## src/rtl/uart_rx_fifo.sv

```systemverilog
// uart_rx_fifo: circular receive buffer that sits behind the UART receiver.
// It captures a byte on each receiver done pulse and holds it until the host
// reads it. It reports the fill level, the full/empty/almost-full flags and a
// sticky overflow flag.
// Optional build macro: UART_RX_FIFO_DROP_CNT_EN adds a saturating 8-bit
// counter of dropped bytes. When the macro is not defined, drop_cnt reads 0.
module uart_rx_fifo #(
    parameter int DW    = 8,
    parameter int AW    = 4,
    parameter int AF_TH = 12
) (
    input  logic          clk,
    input  logic          rst_n,
    input  logic          wr_tick,
    input  logic [DW-1:0] wr_data,
    input  logic          rd_en,
    output logic [DW-1:0] rd_data,
    output logic          rd_valid,
    output logic          empty,
    output logic          full,
    output logic          almost_full,
    output logic [AW:0]   count,
    output logic          overflow,
    input  logic          ovf_clr,
    output logic [7:0]    drop_cnt
);

    localparam int          DEPTH    = 1 << AW;
    localparam logic [AW:0] DEPTH_L  = (AW+1)'(DEPTH);
    localparam logic [AW:0] LAST_L   = (AW+1)'(DEPTH - 1);
    localparam logic [AW:0] ONE_L    = (AW+1)'(1);
    localparam logic [AW:0] AF_L     = (AW+1)'(AF_TH);

    typedef enum logic [1:0] {ST_EMPTY, ST_PARTIAL, ST_FULL} state_t;

    logic [DW-1:0] mem [DEPTH];

    state_t        state_reg, state_next;
    logic [AW-1:0] wr_ptr_reg, rd_ptr_reg;
    logic [AW:0]   count_reg, count_next;
    logic [DW-1:0] rd_data_reg;
    logic          rd_valid_reg;
    logic          overflow_reg, overflow_next;

    logic          wr_accept, rd_accept, drop;

    // The occupancy FSM gates the accepts. A read frees the slot that a
    // write made in the same cycle into a full FIFO needs. There is no bypass
    // when the FIFO is empty.
    assign rd_accept = rd_en & (state_reg != ST_EMPTY);
    assign wr_accept = wr_tick & ((state_reg != ST_FULL) | rd_accept);
    assign drop      = wr_tick & ~wr_accept;

    assign empty       = (count_reg == '0);
    assign full        = (count_reg == DEPTH_L);
    assign almost_full = (count_reg >= AF_L);
    assign count       = count_reg;
    assign rd_data     = rd_data_reg;
    assign rd_valid    = rd_valid_reg;
    assign overflow    = overflow_reg;

    // Next-state for the occupancy FSM, the level counter and the sticky overflow flag.
    always_comb begin
        state_next    = state_reg;
        count_next    = count_reg;
        overflow_next = overflow_reg;

        case ({wr_accept, rd_accept})
            2'b10:   count_next = count_reg + ONE_L;
            2'b01:   count_next = count_reg - ONE_L;
            default: count_next = count_reg;
        endcase

        case (state_reg)
            ST_EMPTY: begin
                if (wr_accept) state_next = ST_PARTIAL;
            end
            ST_PARTIAL: begin
                if (rd_accept && !wr_accept && count_reg == ONE_L)
                    state_next = ST_EMPTY;
                else if (wr_accept && !rd_accept && count_reg == LAST_L)
                    state_next = ST_FULL;
            end
            ST_FULL: begin
                if (rd_accept && !wr_accept) state_next = ST_PARTIAL;
            end
            default: state_next = ST_EMPTY;
        endcase

        // A drop in the same cycle as a clear leaves the flag set.
        if (drop)
            overflow_next = 1'b1;
        else if (ovf_clr)
            overflow_next = 1'b0;
    end

    // Control and status registers. Reset throws away every stored entry.
    always_ff @(posedge clk or negedge rst_n) begin
        if (!rst_n) begin
            state_reg    <= ST_EMPTY;
            wr_ptr_reg   <= '0;
            rd_ptr_reg   <= '0;
            count_reg    <= '0;
            rd_data_reg  <= '0;
            rd_valid_reg <= 1'b0;
            overflow_reg <= 1'b0;
        end else begin
            state_reg    <= state_next;
            count_reg    <= count_next;
            overflow_reg <= overflow_next;
            rd_valid_reg <= rd_accept;
            if (wr_accept) wr_ptr_reg <= wr_ptr_reg + AW'(1);
            if (rd_accept) begin
                rd_ptr_reg  <= rd_ptr_reg + AW'(1);
                rd_data_reg <= mem[rd_ptr_reg];
            end
        end
    end

    // Storage array. It has no reset, so it can map onto block RAM.
    always_ff @(posedge clk) begin
        if (wr_accept) mem[wr_ptr_reg] <= wr_data;
    end

`ifdef UART_RX_FIFO_DROP_CNT_EN
    logic [7:0] drop_cnt_reg, drop_cnt_next;

    // Saturating count of dropped bytes. A drop in the same cycle as a clear restarts the count at 1.
    always_comb begin
        drop_cnt_next = drop_cnt_reg;
        if (drop && ovf_clr)
            drop_cnt_next = 8'd1;
        else if (drop)
            drop_cnt_next = (drop_cnt_reg == 8'hFF) ? 8'hFF : drop_cnt_reg + 8'd1;
        else if (ovf_clr)
            drop_cnt_next = 8'd0;
    end

    // Drop counter register.
    always_ff @(posedge clk or negedge rst_n) begin
        if (!rst_n) drop_cnt_reg <= 8'd0;
        else        drop_cnt_reg <= drop_cnt_next;
    end

    assign drop_cnt = drop_cnt_reg;
`else
    assign drop_cnt = 8'h00;
`endif

endmodule

```

## config.mk

```make
export PLATFORM = sky130hd
export DESIGN_NAME = uart_rx_fifo
export DESIGN_NICKNAME = d
export VERILOG_FILES = /design/src/rtl/uart_rx_fifo.sv
export SDC_FILE = /design/constraint.sdc
export NUM_CORES = 1
export LEC_CHECK = 0
export ABC_AREA = 1
export CORE_UTILIZATION = 40
export DETAILED_ROUTE_END_ITERATION = 8
export PLACE_DENSITY = 0.66
export SLEW_MARGIN = 10
export SYNTH_ARGS = -nofsm -noshare
export SYNTH_HDL_FRONTEND = slang
export SYNTH_SLANG_ARGS = --single-unit
```

## constraint.sdc

```tcl
create_clock -name clk -period 3.2 [get_ports clk]
set_input_delay 0.64 -clock clk [delete_from_list [all_inputs] [get_ports clk]]
set_output_delay 0.64 -clock clk [all_outputs]
set_load 0.01 [all_outputs]
```

==> results of run 1 <==
-- worst max-delay path, cell delays in order, from the launching register on --
cell             delay, ns
dfrtp_1               0.43
inv_1                 0.14
ha_1                  0.16
inv_1                 0.05
nor3_1                0.20
clkdlybuf4s50_1       0.58
-- power by group through the flow --
| stage | registers [mW] | logic (mW) | clock network (mW) |
|---|---|---|---|
| 3_3_place_gp | 2.72 | 2.27 | 0 |
| 6_report | 2.70 | 2.34 | 2.05 |
| 5_1_grt | 2.73 | 2.62 | 2.17 |
| 2_1_floorplan | 2.68 | 1.62 | 0 |
| 4_1_cts | 2.70 | 2.34 | 2.09 |
| 3_5_place_dp | 2.73 | 2.33 | 0 |
-- how the worst min path moves through the flow --
stage	start	to	slack [ns]	cells past startpoint
2_1_floorplan	rst_n	count[0]	0.34	0
3_3_place_gp	rd_data[2]	rd_data[2]	0.48	2
3_5_place_dp	rd_data[0]	rd_data[0]	0.48	2
4_1_cts	rd_data[0]	rd_data[0]	0.50	2
5_1_grt	rd_data[0]	rd_data[0]	0.53	2
6_report	rd_data[0]	rd_data[0]	0.50	2
-- Yosys cell counts, drive strengths merged --
library cell | number | area (µm²)
clkinv | 3 | 11.3
dfrtp | 25 | 626
nand4 | 3 | 18.8
o21ai | 6 | 30.0
nor2 | 21 | 78.8
or2 | 1 | 6.26
o31ai | 1 | 7.51
conb | 1 | 3.75
a21oi | 2 | 10.0
xor2 | 8 | 70.1
o22ai | 3 | 18.8
nand3 | 103 | 515
clkbuf | 4 | 15.0
inv | 26 | 97.6
nor3 | 3 | 15.0
ha | 12 | 150
nand2 | 211 | 792
buf | 29 | 179
edfxtp | 128 | 3840
xnor2 | 2 | 17.5
-- placed cells by master (no fill, tap or decap), types with 3 or more instances in the layout --
master,n
clkinv_1,4
nand3_1,103
dfrtp_1,24
nand4_1,3
nand2_1,211
clkdlybuf4s50_1,30
xor2_1,8
o21ai_0,6
clkbuf_16,17
bufinv_16,4
inv_1,25
o22ai_1,3
nor2_1,21
edfxtp_1,128
conb_1,8
buf_4,9
clkbuf_1,6
nor3_1,3
ha_1,12
-- cell type report --
cell class / count / area, µm²
Fill cell: 1443 / 8300
Sequential cell: 153 / 4470
Multi-Input combinational cell: 384 / 1760
Clock buffer: 24 / 462
Timing Repair Buffer: 39 / 368
Tap cell: 216 / 270
Clock inverter: 8 / 145
Inverter: 29 / 109
-- metal layers --
layer,vias to the layer above,global-route usage (%)
li1,2054,-
met2,149,31.7
met1,2115,23.9
met4,0,7.52
met5,-,0
met3,24,3.84
-- through the flow --
step	hold WS (ns)	worst slack (ns)	power, mW	std cells	util [%]
final	0.503	0.587	7.10	853	47.7
after global routing	0.525	0.506	7.53	853	47.7
after CTS	0.501	0.557	7.13	853	47.7
after detailed placement	0.483	0.461	5.06	821	43.9
after global placement	0.480	0.523	5.00	821	43.9
after floorplan	0.344	1.15	4.30	599	-
-- cells by family after synthesis --
family | Yosys count | share of synthesized area, %
other cells | 1 | 0.0576
fa+ha+maj | 12 | 2.31
xor+xnor | 10 | 1.35
flops | 153 | 68.7
simple gates | 342 | 21.9
buf+inv | 62 | 4.65
compound gates | 12 | 1.02
==> qor.yml, run 1 <==
synth_cell_types: 23
cp-start-kind: "flip-flop"
end_kind: "output pin"
clkPwrFrac_pct: 28.9
wire_per_inst_um: 17.0
top_layer_used: "met4"
synth.avg_cell_area_um2: 11.0
numPortBuffers: 30
synth-seq-cells: 153
tightest_slew_ns: 1.10
cts_buffer_depth: 2
drive_gt1_share_pct: 5.81
fin_crit_sh_pct: 81.7
core_um2: 15900
wl_met3_um: 818
cts_hold_buf: 0
layout-area-overhead-vs-synth_pct: 16.6
grt_start_max_net_pins: 68
critPathKind: "flip-flop to output pin"
finalClockSkew_ns: 0.00939
seq_power_share_pct: 38.1
critPathCapture: "empty"
grt_pass1_wl_um: 22700
rrSetupSlack_ns: 1.00
synth-seq-area-share_pct: 68.7
dr.pass1.iters: 5
numCtsBuffers: 17
root_buffer: "clkbuf_16"
path_clk_slew_ns: 0.06
syn_area_um2: 6510
num_vias: 4342
combPwrFrac_pct: 33.0
drc: 0
finalNetCount: 649
power.switching_mw: 2.50
peakVddDrop_uv: 419
antenna_left: 0
die_y_um: 130
grt_pass1_vias: 4294
io_pins: 39
place_congestion: 0.875
synthCells: 592
post-dp-hpwl_um: 9410
r2r-end: "rd_data[5]"
critPathLaunch: "count[1]"
relSlewSlack_pct: 26.7
setup-violations-final: 0
die_area_um2: 16800
power_density_nw_per_um2: 936
max_freq_mhz: 383
slew_violations: 0
worstPathArrival_ns: 1.97
clk_latency_ns: 0.42
met1_length_um: 6100
wl_met2_um: 7330
ctsResizeCount: 0
period_minus_slack_ns: 2.61
worstPathRequired_ns: 2.56
htreeDepth: 4
worstHoldPathType: "flip-flop to flip-flop"
swShare_pct: 35.3
maxCapViolations: 0
p_leak_nw: 2.96
drt-vias-per-instance: 5.09
antennaDiodeCount: 0
grt-ovfl-total: 0
antenna_found_initial: 0
postCtsSetupBuffers: 0
grt_use_total_pct: 18.8
drt_wl_total_um: 14500
status: "complete, no violations"
rsz0062_at_grt: "no"
fp-row-count: 46
largest_reg_flops: 128
final_area_um2: 7580
finalSetupTns_ns: 0
die_w_um: 130
ff2ff_path_depth: 7
clock-sinks: 153
drt_iter0_drc: 351
tritoncts: "built"
hold_viol: 0
p_int_mw: 4.60
r2r-start: "rd_ptr_reg[2]"
placed_cell_area_um2: 6980
yosysWarnings: 0
initial_core_util_pct: 41.0
cp_max_fo: 5
No activity file was read; power rests on OpenSTA's default activity.
==> run 2, diff against run 1 <==
==> constraint.sdc (replaced) <==
create_clock -name clk -period 2.6 [get_ports clk]
set_input_delay 0.52 -clock clk [delete_from_list [all_inputs] [get_ports clk]]
set_output_delay 0.52 -clock clk [all_outputs]
set_load 0.01 [all_outputs]
==> run 2 against run 1 <==
Register-to-register slack got worse by 0.28 ns. Combinational power increased by 31%. Clock-buffer cell count decreased by 6. Critical path type unchanged. Critical endpoint is now almost_full.
==> qor.yml, run 2 (same netlist as run 1, synthesis figures left out) <==
fillers: 1429  # was 1443
io_pins: 39  # unchanged
cts_buffer_depth: 2  # unchanged
peakVddDrop_uv: 597  # was 419 µV
relSlewSlack_pct: 52.0  # was 26.7%
die_y_um: 130  # unchanged
postCtsSetupBuffers: 0  # unchanged
finalClockSkew_ns: 0.00635  # was 0.00939 ns
htreeDepth: 4  # unchanged
power_density_nw_per_um2: 1130  # was 936 nW/µm²
status: "complete, no violations"  # unchanged
clk_latency_ns: 0.43  # was 0.42 ns
layout-area-overhead-vs-synth_pct: 19.1  # was 16.6%
largest_reg_flops: 128  # unchanged
grt-ovfl-total: 0  # unchanged
drc: 0  # unchanged
core_um2: 15900  # unchanged
clock-sinks: 153  # unchanged
antenna_left: 0  # unchanged
drt_iter0_drc: 365  # was 351
root_buffer: "clkbuf_16"  # unchanged
numPortBuffers: 30  # unchanged
worstPathArrival_ns: 1.68  # was 1.97 ns
slew_violations: 0  # unchanged
die_w_um: 130  # unchanged
worstHoldPathType: "primary input to asynchronous set/reset pin"  # was flip-flop to flip-flop
tritoncts: "built"  # unchanged
crit_chain: "inv_1, o21ai_0, clkdlybuf4s50_1"  # was inv_1, ha_1, inv_1, nor3_1, clkdlybuf4s50_1
antennaDiodeCount: 0  # unchanged
worstPathRequired_ns: 2.08  # was 2.56 ns
cp_max_fo: 5  # unchanged
tightest_slew_ns: 0.717  # was 1.10 ns
post-dp-hpwl_um: 9790  # was 9410 µm
rsz0062_at_grt: "no"  # unchanged
cts_hold_buf: 0  # unchanged
drt-vias-per-instance: 5.00  # was 5.09
register_area_um2: 4470  # unchanged
cpPeakStageDelay_ns: 0.56  # was 0.58 ns
final_cell_mix: "nand2_1, edfxtp_1, nand3_1"  # unchanged
grt_pass1_vias: 4299  # was 4294
fp-row-count: 46  # unchanged
period_minus_slack_ns: 2.20
grt_start_max_net_pins: 68  # unchanged
cp-start-kind: "flip-flop"  # unchanged
setup_ws_ns: 0.399  # was 0.587 ns
hold_viol: 0  # unchanged
pre_cts_ws_ns: 0.303  # was 0.461 ns
crit_path_top_delay_cell: "clkdlybuf4s50_1"  # unchanged
post-route-util_pct: 48.8  # was 47.7%
ctsResizeCount: 0  # unchanged
die_area_um2: 16800  # unchanged
drt_wl_total_um: 14800  # was 14500 µm
fin_crit_sh_pct: 84.6
hold_ws_ns: 0.460  # was 0.503 ns
initial_core_util_pct: 41.0  # unchanged
setup-violations-final: 0  # unchanged
finalNetCount: 671  # was 649
drive_gt1_share_pct: 9.56  # was 5.81%
wire_per_inst_um: 16.9  # was 17.0 µm
maxCapViolations: 0  # unchanged
p_leak_nw: 3.12  # was 2.96 nW
numCtsBuffers: 17  # unchanged
end_kind: "output pin"  # unchanged
grt_use_total_pct: 19.3  # was 18.8%
finalSetupTns_ns: 0  # unchanged
dr.pass1.iters: 5  # unchanged
multi_input_area_um2: 1760  # unchanged
critPathKind: "flip-flop to output pin"  # unchanged
mostFrequentLayoutCell: "nand2_1"  # unchanged
antenna_found_initial: 0  # unchanged
num_vias: 4375  # was 4342
grt_pass1_wl_um: 23000  # was 22700 µm
max_freq_mhz: 454
place_congestion: 0.892  # was 0.875
path_clk_slew_ns: 0.06  # about the same
run 2: worst paths after layout:
kind | end | from | slack [ns] | depth (start not counted)
worst max-delay path | almost_full | count[2] | 0.40 | 3
worst min-delay path | count[3] | rst_n | 0.46 | 2
worst max register to register | rd_data[6] | rd_ptr_reg[2] | 0.72 | 8
min in group clk | rd_data[2] | rd_data[2] | 0.49 | 2
max in group asynchronous | rd_ptr_reg[0] | rst_n | 1.87 | 2
worst min register to register | rd_data[2] | rd_data[2] | 0.49 | 2
run 2: metal layers:
layer	global-route usage, %	vias to the layer above	share of wire (%)
li1	-	2103	-
met1	23.6	2082	41
met2	32.0	159	50
met3	5.00	31	5.6
met4	9.37	0	2.9
met5	0	-	0
run 2: power breakdown:
part | internal (mW) | total (mW) | switching (mW)
clock network | 1.49 | 2.43 | 0.935
logic | 1.05 | 3.06 | 2.02
registers | 3.06 | 3.25 | 0.199
run 2: through the flow:
step	power (mW)	cells	cell area, µm²
detailed placement	6.35	843	7160
CTS	8.78	875	7740
finish	8.75	875	7750
floorplan	5.30	599	6530
global route	9.28	875	7750
global placement	6.29	843	7160
run 2: critical path: cells and delay by family (launching register included):
| family | cells | cell delay [ns] |
|---|---|---|
| DFF | 1 | 0.41 |
| buffers and inverters | 2 | 0.67 |
| AOI/OAI and AO/OA | 1 | 0.18 |
run 2: cell type report:
class	count	share of cell area, %
Clock inverter	14	2.02
Tap cell	216	3.49
Inverter	29	1.41
Sequential cell	153	57.7
Multi-Input combinational cell	384	22.7
Clock buffer	18	5.54
Timing Repair Buffer	61	7.11
